--- src/rtl/mac_tx_pkg.sv ---
// Shared types and constants for the operator byte-entry block on the MAC transmit path.
package mac_tx_pkg;

    localparam int DEB_DEFAULT = 1_000_000;
    localparam int NIB_W       = 4;
    localparam int BYTE_W      = 8;

    typedef enum logic [1:0] {
        S_HI   = 2'd0,
        S_LO   = 2'd1,
        S_SEND = 2'd2
    } entry_state_t;

    // Switches are active-low; a closed switch reads as a 1 bit in the nibble.
    function automatic logic [NIB_W-1:0] nib_from_sw(input logic [NIB_W-1:0] sw_n);
        return ~sw_n;
    endfunction

endpackage

--- src/rtl/key_debounce.sv ---
// Synchronizes and debounces the active-low commit key; emits a one-cycle press pulse
// on each accepted released-to-pressed transition.
module key_debounce
    import mac_tx_pkg::*;
#(
    parameter int DEB_CYCLES = DEB_DEFAULT
) (
    input  logic clk,
    input  logic rst,
    input  logic key_n,
    output logic press
);

    localparam int                CNT_W = (DEB_CYCLES > 2) ? $clog2(DEB_CYCLES) : 1;
    localparam logic [CNT_W-1:0]  LAST  = CNT_W'(DEB_CYCLES - 1);
    localparam logic [CNT_W-1:0]  ONE   = CNT_W'(1);

    logic             r_s1;
    logic             r_s2;
    logic             r_deb;
    logic             r_armed;
    logic             r_press;
    logic [CNT_W-1:0] r_cnt;

    // Until a stable release has been seen after reset, the counter only qualifies
    // the released level, so a key held through reset cannot generate a press.
    always_ff @(posedge clk) begin
        if (rst) begin
            r_s1    <= 1'b1;
            r_s2    <= 1'b1;
            r_deb   <= 1'b1;
            r_armed <= 1'b0;
            r_press <= 1'b0;
            r_cnt   <= '0;
        end else begin
            r_s1    <= key_n;
            r_s2    <= r_s1;
            r_press <= 1'b0;
            if (!r_armed) begin
                if (!r_s2) begin
                    r_cnt <= '0;
                end else if (r_cnt == LAST) begin
                    r_armed <= 1'b1;
                    r_cnt   <= '0;
                end else begin
                    r_cnt <= r_cnt + ONE;
                end
            end else if (r_s2 == r_deb) begin
                r_cnt <= '0;
            end else if (r_cnt == LAST) begin
                r_deb   <= ~r_deb;
                r_cnt   <= '0;
                r_press <= r_deb;
            end else begin
                r_cnt <= r_cnt + ONE;
            end
        end
    end

    assign press = r_press;

endmodule

--- src/rtl/key_byte_entry.sv ---
// Two-nibble operator byte entry: high nibble then low nibble on debounced key presses,
// then the byte is offered to the MAC transmitter on a valid/ready handshake.
module key_byte_entry
    import mac_tx_pkg::*;
#(
    parameter int DEB_CYCLES = DEB_DEFAULT
) (
    input  logic              sys_clk,
    input  logic              rst,
    input  logic [NIB_W-1:0]  sw,
    input  logic              key_n,
    input  logic              tx_ready,
    output logic [BYTE_W-1:0] tx_data,
    output logic              tx_valid,
    output logic              lec
);

    entry_state_t      r_state;
    entry_state_t      w_state_nxt;
    logic [NIB_W-1:0]  r_sw_s1;
    logic [NIB_W-1:0]  r_sw_s2;
    logic [NIB_W-1:0]  r_hi;
    logic [NIB_W-1:0]  w_hi_nxt;
    logic [BYTE_W-1:0] r_tx_data;
    logic [BYTE_W-1:0] w_data_nxt;
    logic              r_tx_valid;
    logic              w_valid_nxt;
    logic              r_lec;
    logic              w_lec_nxt;
    logic              w_press;

    key_debounce #(
        .DEB_CYCLES (DEB_CYCLES)
    ) u_deb (
        .clk   (sys_clk),
        .rst   (rst),
        .key_n (key_n),
        .press (w_press)
    );

    // Switch synchronizer, FSM state and output registers.
    always_ff @(posedge sys_clk) begin
        if (rst) begin
            r_sw_s1    <= 4'hF;
            r_sw_s2    <= 4'hF;
            r_state    <= S_HI;
            r_hi       <= 4'h0;
            r_tx_data  <= 8'h00;
            r_tx_valid <= 1'b0;
            r_lec      <= 1'b1;
        end else begin
            r_sw_s1    <= sw;
            r_sw_s2    <= r_sw_s1;
            r_state    <= w_state_nxt;
            r_hi       <= w_hi_nxt;
            r_tx_data  <= w_data_nxt;
            r_tx_valid <= w_valid_nxt;
            r_lec      <= w_lec_nxt;
        end
    end

    // Next-state logic; presses arriving in S_SEND are deliberately ignored.
    always_comb begin
        w_state_nxt = r_state;
        w_hi_nxt    = r_hi;
        w_data_nxt  = r_tx_data;
        w_valid_nxt = r_tx_valid;
        w_lec_nxt   = r_lec;
        case (r_state)
            S_HI: begin
                if (w_press) begin
                    w_hi_nxt    = nib_from_sw(r_sw_s2);
                    w_lec_nxt   = 1'b0;
                    w_state_nxt = S_LO;
                end else begin
                    w_state_nxt = S_HI;
                end
            end
            S_LO: begin
                if (w_press) begin
                    w_data_nxt  = {r_hi, nib_from_sw(r_sw_s2)};
                    w_valid_nxt = 1'b1;
                    w_lec_nxt   = 1'b1;
                    w_state_nxt = S_SEND;
                end else begin
                    w_state_nxt = S_LO;
                end
            end
            S_SEND: begin
                if (r_tx_valid && tx_ready) begin
                    w_valid_nxt = 1'b0;
                    w_state_nxt = S_HI;
                end else begin
                    w_state_nxt = S_SEND;
                end
            end
            default: begin
                w_state_nxt = S_HI;
                w_valid_nxt = 1'b0;
                w_lec_nxt   = 1'b1;
            end
        endcase
    end

    assign tx_data  = r_tx_data;
    assign tx_valid = r_tx_valid;
    assign lec      = r_lec;

endmodule

--- config.mk ---
export PLATFORM = sky130hd
export DESIGN_NAME = key_byte_entry
export DESIGN_NICKNAME = d
export VERILOG_FILES = /design/src/rtl/mac_tx_pkg.sv /design/src/rtl/key_debounce.sv /design/src/rtl/key_byte_entry.sv
export SDC_FILE = /design/constraint.sdc
export NUM_CORES = 1
export LEC_CHECK = 0
export BUFFER_PORTS_ARGS = -buffer_cell sky130_fd_sc_hd__buf_4
export CAP_MARGIN = 10
export CORE_UTILIZATION = 50
export CTS_CLUSTER_DIAMETER = 150
export DETAILED_ROUTE_END_ITERATION = 6
export PLACE_DENSITY_LB_ADDON = 0.08
export REMOVE_ABC_BUFFERS = 1
export SYNTH_ARGS = -nofsm -noshare
export SYNTH_HDL_FRONTEND = slang
export SYNTH_HIERARCHICAL = 1
export SYNTH_SLANG_ARGS = --single-unit
--- constraint.sdc ---
create_clock -name sys_clk -period 2 [get_ports sys_clk]
set_clock_uncertainty 0.2 [all_clocks]
set_input_delay 0.2 -clock sys_clk [delete_from_list [all_inputs] [get_ports sys_clk]]
set_output_delay 0.2 -clock sys_clk [all_outputs]
set_load 0.1 [all_outputs]
==> qor.yml, run 1 <==
floorplan:
  die-area_sq_um: 4088
  core_sq_um: 3661
  die_h_um: 63.94
  rows: 22
  die_w_um: 63.94
  io_pins: 18
  start_util: 0.5239
synthesis:
  synth_area_sq_um: 1918
  ys_seq_elements: 49
  synth_area_per_cell_sq_um: 10.04
  yosysWarnings: 6
  seq_area_frac_synth: 0.5114
  synthArstFlopShare: 0
  synth_cells: 191
  synth.distinct_cells: 41
  synth_edf_count: 0
  synth-main-ff-cell: "dfxtp_1"
clock_network:
  cts_setup_buffers: 0
  clockRootBuffer: "clkbuf_8"
  cts_tree: "yes"
  cts_sinks: 49
  numCtsBuffers: 5
  clock_latency_ns: 0.30
  h-tree-depth: 2
  path_clk_slew_ns: 0.09
  cts.path.max_buffers: 2
critical_path:
  crit_family: "simple AND/OR/NAND/NOR gates"
  critPathMaxFanout: 5
  worst-path-buf-inv: 1
  crit_chain: "or4_4 > nor4_4 > buf_4 > nand3_1 > a21o_1"
  max_stage_delay_ns: 0.55
  crit_path_end_kind: "flip-flop"
  worstPathRequired_ns: 2.00
  critPathArrivalTime_ns: 1.92
  start_kind: "flip-flop"
  critPathKind: "flip-flop to flip-flop"
  critPathSlowestCell: "or4_4"
global_routing:
  grt_use_total: 0.1726
  grt_pass1_wl_um: 5423
  grt_max_degree: 31
  grt-ovfl-total: 0
  grt_pass1_vias: 1253
  antenna_found_initial: 0
sta:
  layout_min_cycle_time_ns: 1.921
  max_slew_margin: 0.6138
  setup_violations: 0
  holdWs_ns: 0.05626
  hold_viol_final: 0
  setup_tns_ns: 0
  drv_slew: 0
  fmax_mhz: 520.6
  worstMarginPinSlew_ns: 0.5767
  setup_ws_ns: 0.07914
  period_share: 0.9604
final_layout:
  antenna_cells: 0
  final_net_count: 227
  syn_to_final_growth_pct: 16.11
  fillerInstances: 323
  design_area_sq_um: 2227
  drive_gt1_frac: 0.2466
routing:
  vias: 1426
  viasPerCell: 5.341
  wl_per_cell_um: 12.26
  dr.pass1.iters: 4
  drcViolationCount: 0
  drt-initial-drc-count: 47
  wl_um: 3274
  postRouteAntennaNets: 0
status:
  status: "finished, final reports clean"
placement:
  place_congestion: 0.7045
  io_buffers: 17
  post-place-ws_ns: 0.01688
  dpl.hpwl_um: 2252
  dpl_cell_area_sq_um: 2077
run:
  drv_cap: 0
pwr:
  p_leak_uw: 0.0008009
  ir_drop_v: 0.0005379
  powerDensity_nw_per_um2: 731.1
  finalPower_uw: 1628
hold_path:
  hold_class: "input port to flip-flop"
==> report_power, final <==
group,switching [uW],internal [uW],leakage (uW)
registers,9.61,989,0.000398
clock network,326,248,0.0000445
logic,26.0,29.5,0.000359
total,362,1270,0.000801
==> placed cells by master, fill, tap and decap left out, drive strengths merged, types with 2 or more instances in the layout <==
cell type    netlist  final
or4                3      3
or3                3      3
xor2              10     10
dfxtp             49     49
o31ai              2      2
and3               4      4
mux2i              4      4
a211oi             8      8
or2               10     10
nand4              8      8
inv                2      3
dlygate4sd3        0      5
clkbuf             2      5
o21ai              4      4
a31oi              2      2
nand2              7      7
a21oi              6      6
xnor2              5      5
nor2              32     32
nor4               4      4
buf                5     22
nand3              8      8
==> stage by stage <==
step	instances	utilization
6_report	267	0.6083
5_1_grt	267	0.6083
4_1_cts	267	0.6056
3_5_place_dp	254	0.5673
3_3_place_gp	254	0.5673
2_1_floorplan	184	-
==> kinds of logic (layout without fill, tap and decap cells) <==
family / Yosys count / after routing / synth area share
xor gates and xnor gates: 15 / 15 / 0.06849
adders and majority gates: 1 / 1 / 0.006522
DFF: 49 / 49 / 0.5114
buffers and inverters: 9 / 37 / 0.03848
muxes: 4 / 4 / 0.02087
AOI/OAI and AO/OA: 27 / 27 / 0.1044
and+or+nand+nor: 86 / 86 / 0.2498
==> metal layers <==
layer  vias up  track usage  share of wire  routed length [um]
met5         -            0              0                   0
met4         0      0.08523          0.016                  54
met3         8      0.03750          0.033                 107
met2        21       0.2793           0.47                1534
met1       669       0.2163           0.48                1578
li1        728            -              -                   -
==> area by class of cell <==
cell class | count | area, sq um | area share
timing repair buffer | 27 | 215.2 | 0.09663
inverter | 2 | 7.507 | 0.003371
multi-input combinational | 133 | 873.3 | 0.3921
tap | 48 | 60.06 | 0.02697
sequential | 49 | 980.9 | 0.4404
clock buffer | 5 | 68.82 | 0.03090
clock inverter | 3 | 21.27 | 0.009551
==> sequential cells by signal (all words and copies together), names as in the netlist <==
register / flops
u_deb/r_cnt: 20
tx_valid: 1
u_deb/r_s2: 1
u_deb/press: 1
lec: 1
r_state: 2
u_deb/r_armed: 1
r_sw_s1: 4
u_deb/r_deb: 1
r_hi: 4
u_deb/r_s1: 1
r_sw_s2: 4
tx_data: 8
==> synthesized netlist by cell type, types with 4 or more instances <==
| library cell | number | area [sq um] |
|---|---|---|
| nand3_1 | 8 | 40.04 |
| nand2_1 | 7 | 26.28 |
| nand4_1 | 8 | 50.05 |
| o21ai_0 | 4 | 20.02 |
| a211oi_1 | 4 | 30.03 |
| a211oi_2 | 4 | 50.05 |
| or2_2 | 10 | 62.56 |
| xnor2_1 | 5 | 43.79 |
| dfxtp_1 | 49 | 980.9 |
| and3_1 | 4 | 25.02 |
| a21oi_1 | 6 | 30.03 |
| xor2_1 | 10 | 87.58 |
| nor2_2 | 5 | 31.28 |
| mux2i_1 | 4 | 40.04 |
| nor2_1 | 27 | 101.4 |
==> final timing paths <==
path | startpoint | end | slack [ns] | depth (start not counted)
worst max-delay path | u_deb/r_cnt[15] | u_deb/r_deb | 0.08 | 5
worst min-delay path | rst | tx_data[4] | 0.06 | 2
worst min register to register | u_deb/r_s1 | u_deb/r_s2 | 0.22 | 1
worst max register to register | u_deb/r_cnt[15] | u_deb/r_deb | 0.08 | 5
==> repair_timing <==
item / in CTS / in global routing
hold buffers: 5 / 0
resized for setup: 0 / 2
endpoints found under the setup margin: 0 / 20
hold endpoints to repair: 5 / 0
Note: power is estimated with default switching activity, not from simulation.
==> run 2: changes to the inputs <==
--- a/config.mk
+++ b/config.mk
@@ -10,6 +10,7 @@
 export CORE_UTILIZATION = 50
 export CTS_CLUSTER_DIAMETER = 150
 export DETAILED_ROUTE_END_ITERATION = 6
+export HOLD_SLACK_MARGIN = 0.08
 export PLACE_DENSITY_LB_ADDON = 0.08
 export REMOVE_ABC_BUFFERS = 1
 export SYNTH_ARGS = -nofsm -noshare
==> run 2 against run 1 <==
Die area unchanged. Sequential share of layout area shrank 0.39 points. Power rose by 0.20%. Hold slack gained 0.16 ns. Combinational power up 5.8%. Clock power hardly changed. Largest power group unchanged.
==> qor.yml, run 2 (same netlist as run 1, synthesis figures left out) <==
floorplan:
  io_pins: 18
  rows: 22
  die_w_um: 63.94
  start_util: 0.5239
  core_sq_um: 3661
  die-area_sq_um: 4088
  die_h_um: 63.94
final_layout:
  final_cell_count_no_fill: 269
  antenna_cells: 0
  layout_common_cells: "dfxtp_1, nor2_1, buf_4, or2_2, xor2_1"
  top_register: "u_deb/r_cnt"
  syn_to_final_growth_pct: 17.16
  final_common_cell: "dfxtp_1"
  final_net_count: 229
  fillerInstances: 319
  largest_reg_flops: 20
  drive_gt1_frac: 0.2443
sta:
  fmax_mhz: 520.6
  period_share: 0.9604
  hold_viol_final: 0
  setup_ws_ns: 0.07914
  drv_slew: 0
  max_slew_margin: 0.6148
  setup_violations: 0
  layout_min_cycle_time_ns: 1.921
  worstMarginPinSlew_ns: 0.5753
critical_path:
  start_kind: "flip-flop"
  crit_path_end_kind: "flip-flop"
  critPathKind: "flip-flop to flip-flop"
  worstPathRequired_ns: 2.00
  critPathArrivalTime_ns: 1.92
  critPathMaxFanout: 5
  reg2reg_depth: 5
clock_network:
  cts_sinks: 49
  numCtsBuffers: 5
  cts_setup_buffers: 0
  h-tree-depth: 2
  path_clk_slew_ns: 0.09
  cts.path.max_buffers: 2
  clockRootBuffer: "clkbuf_8"
  clock_latency_ns: 0.30
  cts_tree: "yes"
hold_path:
  hold_class: "flip-flop to flip-flop"
  whs_path_depth: 1
placement:
  place_congestion: 0.7045
  dpl.hpwl_um: 2252
  post-place-ws_ns: 0.01688
  dp_cells: 254
  io_buffers: 17
global_routing:
  antenna_found_initial: 0
  grt_util_met3: 0.03750
  use_met2: 0.2793
  grt_pass1_vias: 1253
  grt_busiest_layer: "met2"
  grt_use_total: 0.1726
  grt-ovfl-total: 0
  grt_pass1_wl_um: 5423
  grt_max_degree: 31
  met1_usage: 0.2163
routing:
  vias: 1432
  wl_um: 3290
  postRouteAntennaNets: 0
  drt-initial-drc-count: 44
  viasPerCell: 5.323
  wl_per_cell_um: 12.23
  drcViolationCount: 0
  dr.pass1.iters: 4
pwr:
  power_switching_uw: 362.4
  seqPwrFrac: 0.612
  p_clk_frac: 0.352
  ir_drop_v: 0.0005450
  powerDensity_nw_per_um2: 726.1
  power.internal_uw: 1269
  p_leak_uw: 0.0008092
  p_comb_frac: 0.036
  netSwitchingFraction: 0.2221
run:
  drv_cap: 0
status:
  status: "finished, final reports clean"
[run 2: changes by cell type in the layout (fill, tap and decap cells not counted), sizes merged]
cell	change
dlygate4sd3	+2
[run 2: through the flow]
stage	utilization	hold slack, ns	total power [uW]	instance area [sq um]	setup TNS (ns)
after global routing	0.6138	0.2396	1695	2247	-0.01062
after floorplan	-	0.06465	1043	1852	0
final	0.6138	0.2174	1632	2247	0
after detailed placement	0.5673	0.1884	1068	2077	0
after global placement	0.5673	0.1856	1065	2077	0
after CTS	0.6111	0.2190	1653	2237	0
[run 2: area by class of cell]
type	count	area [sq um]	area share
multi-input combinational	133	873.3	0.3886
sequential	49	980.9	0.4365
tap	48	60.06	0.02673
clock buffer	5	68.82	0.03062
inverter	2	7.507	0.003341
timing repair buffer	29	235.2	0.1047
clock inverter	3	21.27	0.009465
[run 2: timing repair]
item | in CTS | in global routing
hold endpoints to repair | 16 | 0
hold buffers | 7 | 0
resized for setup | 0 | 2
endpoints found under the setup margin | 0 | 20
[run 2: layer usage]
metal | wire [um] | vias to the layer above
met5 | 0 | -
met4 | 54 | 0
met3 | 104 | 8
li1 | - | 732
met2 | 1544 | 21
met1 | 1586 | 671
[run 2: power groups by stage]
stage	Combinational, uW	Sequential [uW]	Clock (uW)
final	58.6	999	574
after global routing	65.5	1000	627
after CTS	57.1	999	597
after detailed placement	46.2	1020	0
after global placement	44.5	1020	0
after floorplan	23.3	1020	0
[run 2: critical path, stage by stage, from the launching register on]
cell     delay (ns)
dfxtp_1        0.35
or4_4          0.55
nor4_4         0.30
buf_4          0.18
nand3_1        0.07
a21o_1         0.18
[run 2: path summary, 6_finish.rpt]
check                                      from           to  slack, ns
worst max register to register  u_deb/r_cnt[15]  u_deb/r_deb       0.08
worst min register to register       u_deb/r_s1   u_deb/r_s2       0.22
worst min-delay path                 u_deb/r_s1   u_deb/r_s2       0.22
worst max-delay path            u_deb/r_cnt[15]  u_deb/r_deb       0.08
==> run 3: changes to the inputs <==
--- a/config.mk
+++ b/config.mk
@@ -9,9 +9,10 @@
 export CAP_MARGIN = 10
 export CORE_UTILIZATION = 50
 export CTS_CLUSTER_DIAMETER = 150
+export CTS_CLUSTER_SIZE = 14
 export DETAILED_ROUTE_END_ITERATION = 6
 export HOLD_SLACK_MARGIN = 0.08
-export PLACE_DENSITY_LB_ADDON = 0.08
+export PLACE_DENSITY = 0.69
 export REMOVE_ABC_BUFFERS = 1
 export SYNTH_ARGS = -nofsm -noshare
 export SYNTH_HDL_FRONTEND = slang
==> run 3 against run 2 <==
First-iteration DRC count up 11%. Non-clock buffer count is 3 higher. Count of clock-buffer cells in the layout up 1. Hold slack got worse by 0.0036 ns. Clock power increased by 18%. Cell count is 1.1% higher. Global-route usage up 1.6 points. Sequential share of layout area shrank 0.86 points. Via count rose by 0.77%. Sequential power barely moved. Highest routed layer unchanged.
==> qor.yml, run 3 (same netlist as run 1, synthesis figures left out) <==
global_routing:
  antenna_found_initial: 0
  grt_pass1_vias: 1395
  grt_util_met3: 0.04464
  grt_max_degree: 31
  grt_busiest_layer: "met2"
  use_met2: 0.3218
  grt_use_total: 0.1887
  met1_usage: 0.2363
  grt-ovfl-total: 0
  grt_pass1_wl_um: 6016
final_layout:
  largest_reg_flops: 20
  regArea_sq_um: 980.9
  multiInputGateArea_sq_um: 874.6
  drive_gt1_frac: 0.2500
  fillerInstances: 306
  syn_to_final_growth_pct: 19.50
  layout_common_cells: "dfxtp_1, nor2_1, buf_4, or2_2, xor2_1"
  final_common_cell: "dfxtp_1"
  top_register: "u_deb/r_cnt"
  antenna_cells: 0
  design_area_sq_um: 2292
  final_net_count: 232
routing:
  dr.pass1.iters: 4
  postRouteAntennaNets: 0
  viasPerCell: 5.305
  wl_per_cell_um: 12.48
  vias: 1443
  drcViolationCount: 0
  wl_um: 3395
  drt-initial-drc-count: 49
clock_network:
  h-tree-depth: 2
  cts_sinks: 49
  cts_setup_buffers: 0
  cts_tree: "yes"
  numCtsBuffers: 5
  cts.path.max_buffers: 2
  clock_latency_ns: 0.29
  path_clk_slew_ns: 0.09
  clockRootBuffer: "clkbuf_8"
floorplan:
  core_sq_um: 3661
  rows: 22
  die_w_um: 63.94
  io_pins: 18
  start_util: 0.5239
  die-area_sq_um: 4088
  die_h_um: 63.94
critical_path:
  critPathMaxFanout: 6
  max_stage_delay_ns: 0.52
  path_depth: 5
  worstPathRequired_ns: 1.99
  critPathArrivalTime_ns: 1.92
  critPathSlowestCell: "or4b_4"
  critPathKind: "flip-flop to flip-flop"
  cp-endpoint: "u_deb/r_deb"
  crit_chain: "or4b_4 > nor4_4 > buf_4 > nand3_1 > a21o_1"
  start_kind: "flip-flop"
  setup.worst_path.start: "u_deb/r_cnt[7]"
  reg2reg_depth: 5
  crit_path_end_kind: "flip-flop"
  r2r-start: "u_deb/r_cnt[7]"
  r2r_end: "u_deb/r_deb"
  crit_family: "simple AND/OR/NAND/NOR gates"
  worst-path-buf-inv: 1
  rrSetupSlack_ns: 0.07
hold_path:
  hp-start: "u_deb/r_s1"
  hold_class: "flip-flop to flip-flop"
run:
  drv_cap: 0
status:
  status: "finished, final reports clean"
sta:
  layout_min_cycle_time_ns: 1.933
  drv_slew: 0
  setup_violations: 0
  max_slew_margin: 0.6389
  period_share: 0.9663
  worstMarginPinSlew_ns: 0.5393
  fmax_mhz: 517.4
  hold_viol_final: 0
  rsz0062_at_grt: "no"
pwr:
  finalPower_uw: 1737
  powerDensity_nw_per_um2: 757.8
  ir_drop_v: 0.0004912
  p_leak_uw: 0.0008405
placement:
  io_buffers: 17
  dpl.hpwl_um: 2387
  dpl_cell_area_sq_um: 2100
  place_congestion: 0.8493
## run 3: changes by cell type in the layout (fill, tap and decap cells not counted)
cell and change:
clkinvlp_4 -1, inv_6 -1, clkinv_4 +1, clkinv_2 -1, clkbuf_1 +1, or4b_4 +1
or4b_1 -1, ha_1 +1, buf_4 +3, bufinv_16 +1, ha_2 -1
## run 3: where the power goes
group	leakage (uW)	switching (uW)	total [uW]	internal, uW
clock network	0.0000554	304	680	375
registers	0.000398	9.77	999	989
logic	0.000387	26.9	58.7	31.8
total	0.000840	341	1740	1400
## run 3: worst reg2reg max path, delay by kind of cell (launching register included)
family,cells,cell delay [ns]
and+or+nand+nor,3,0.91
DFF,1,0.38
buffers and inverters,1,0.18
AOI/OAI and AO/OA,1,0.18
## run 3: how the worst min path moves through the flow
stage / end / slack, ns / cells after the start
floorplan: tx_data[0] / 0.06 / 1
global placement: r_sw_s1[1] / 0.19 / 2
detailed placement: u_deb/r_s1 / 0.19 / 2
CTS: u_deb/r_s2 / 0.21 / 1
global route: r_sw_s2[0] / 0.23 / 1
finish: u_deb/r_s2 / 0.21 / 1
## run 3: through the flow
stage	worst slack (ns)	TNS, ns	hold slack, ns	util	std cells
after global placement	0.06596	0	0.1850	0.5735	257
after detailed placement	-0.01721	-0.02344	0.1881	0.5735	257
after CTS	0.06583	0	0.2149	0.6251	272
after global routing	0.008100	0	0.2289	0.6261	272
after floorplan	0.07645	0	0.06465	-	184
final	0.06739	0	0.2138	0.6261	272
## run 3: layer usage
metal | vias up | share of wire
met5 | - | 0
met4 | 0 | 0.0056
met3 | 4 | 0.026
met2 | 20 | 0.49
met1 | 687 | 0.48
li1 | 732 | -
## run 3: timing repair
action                                  CTS  global route
hold endpoints to repair                 15             0
gates resized for setup                   1             1
endpoints found under the setup margin    9             5
pin swaps                                 0             1
hold buffers                              7             0
## run 3: final cells by class
class	instances	share of cell area
sequential	49	0.4279
multi-input combinational	133	0.3816
timing repair buffer	32	0.1124
clock buffer	6	0.03166
tap	48	0.02620
clock inverter	2	0.01692
inverter	2	0.003275
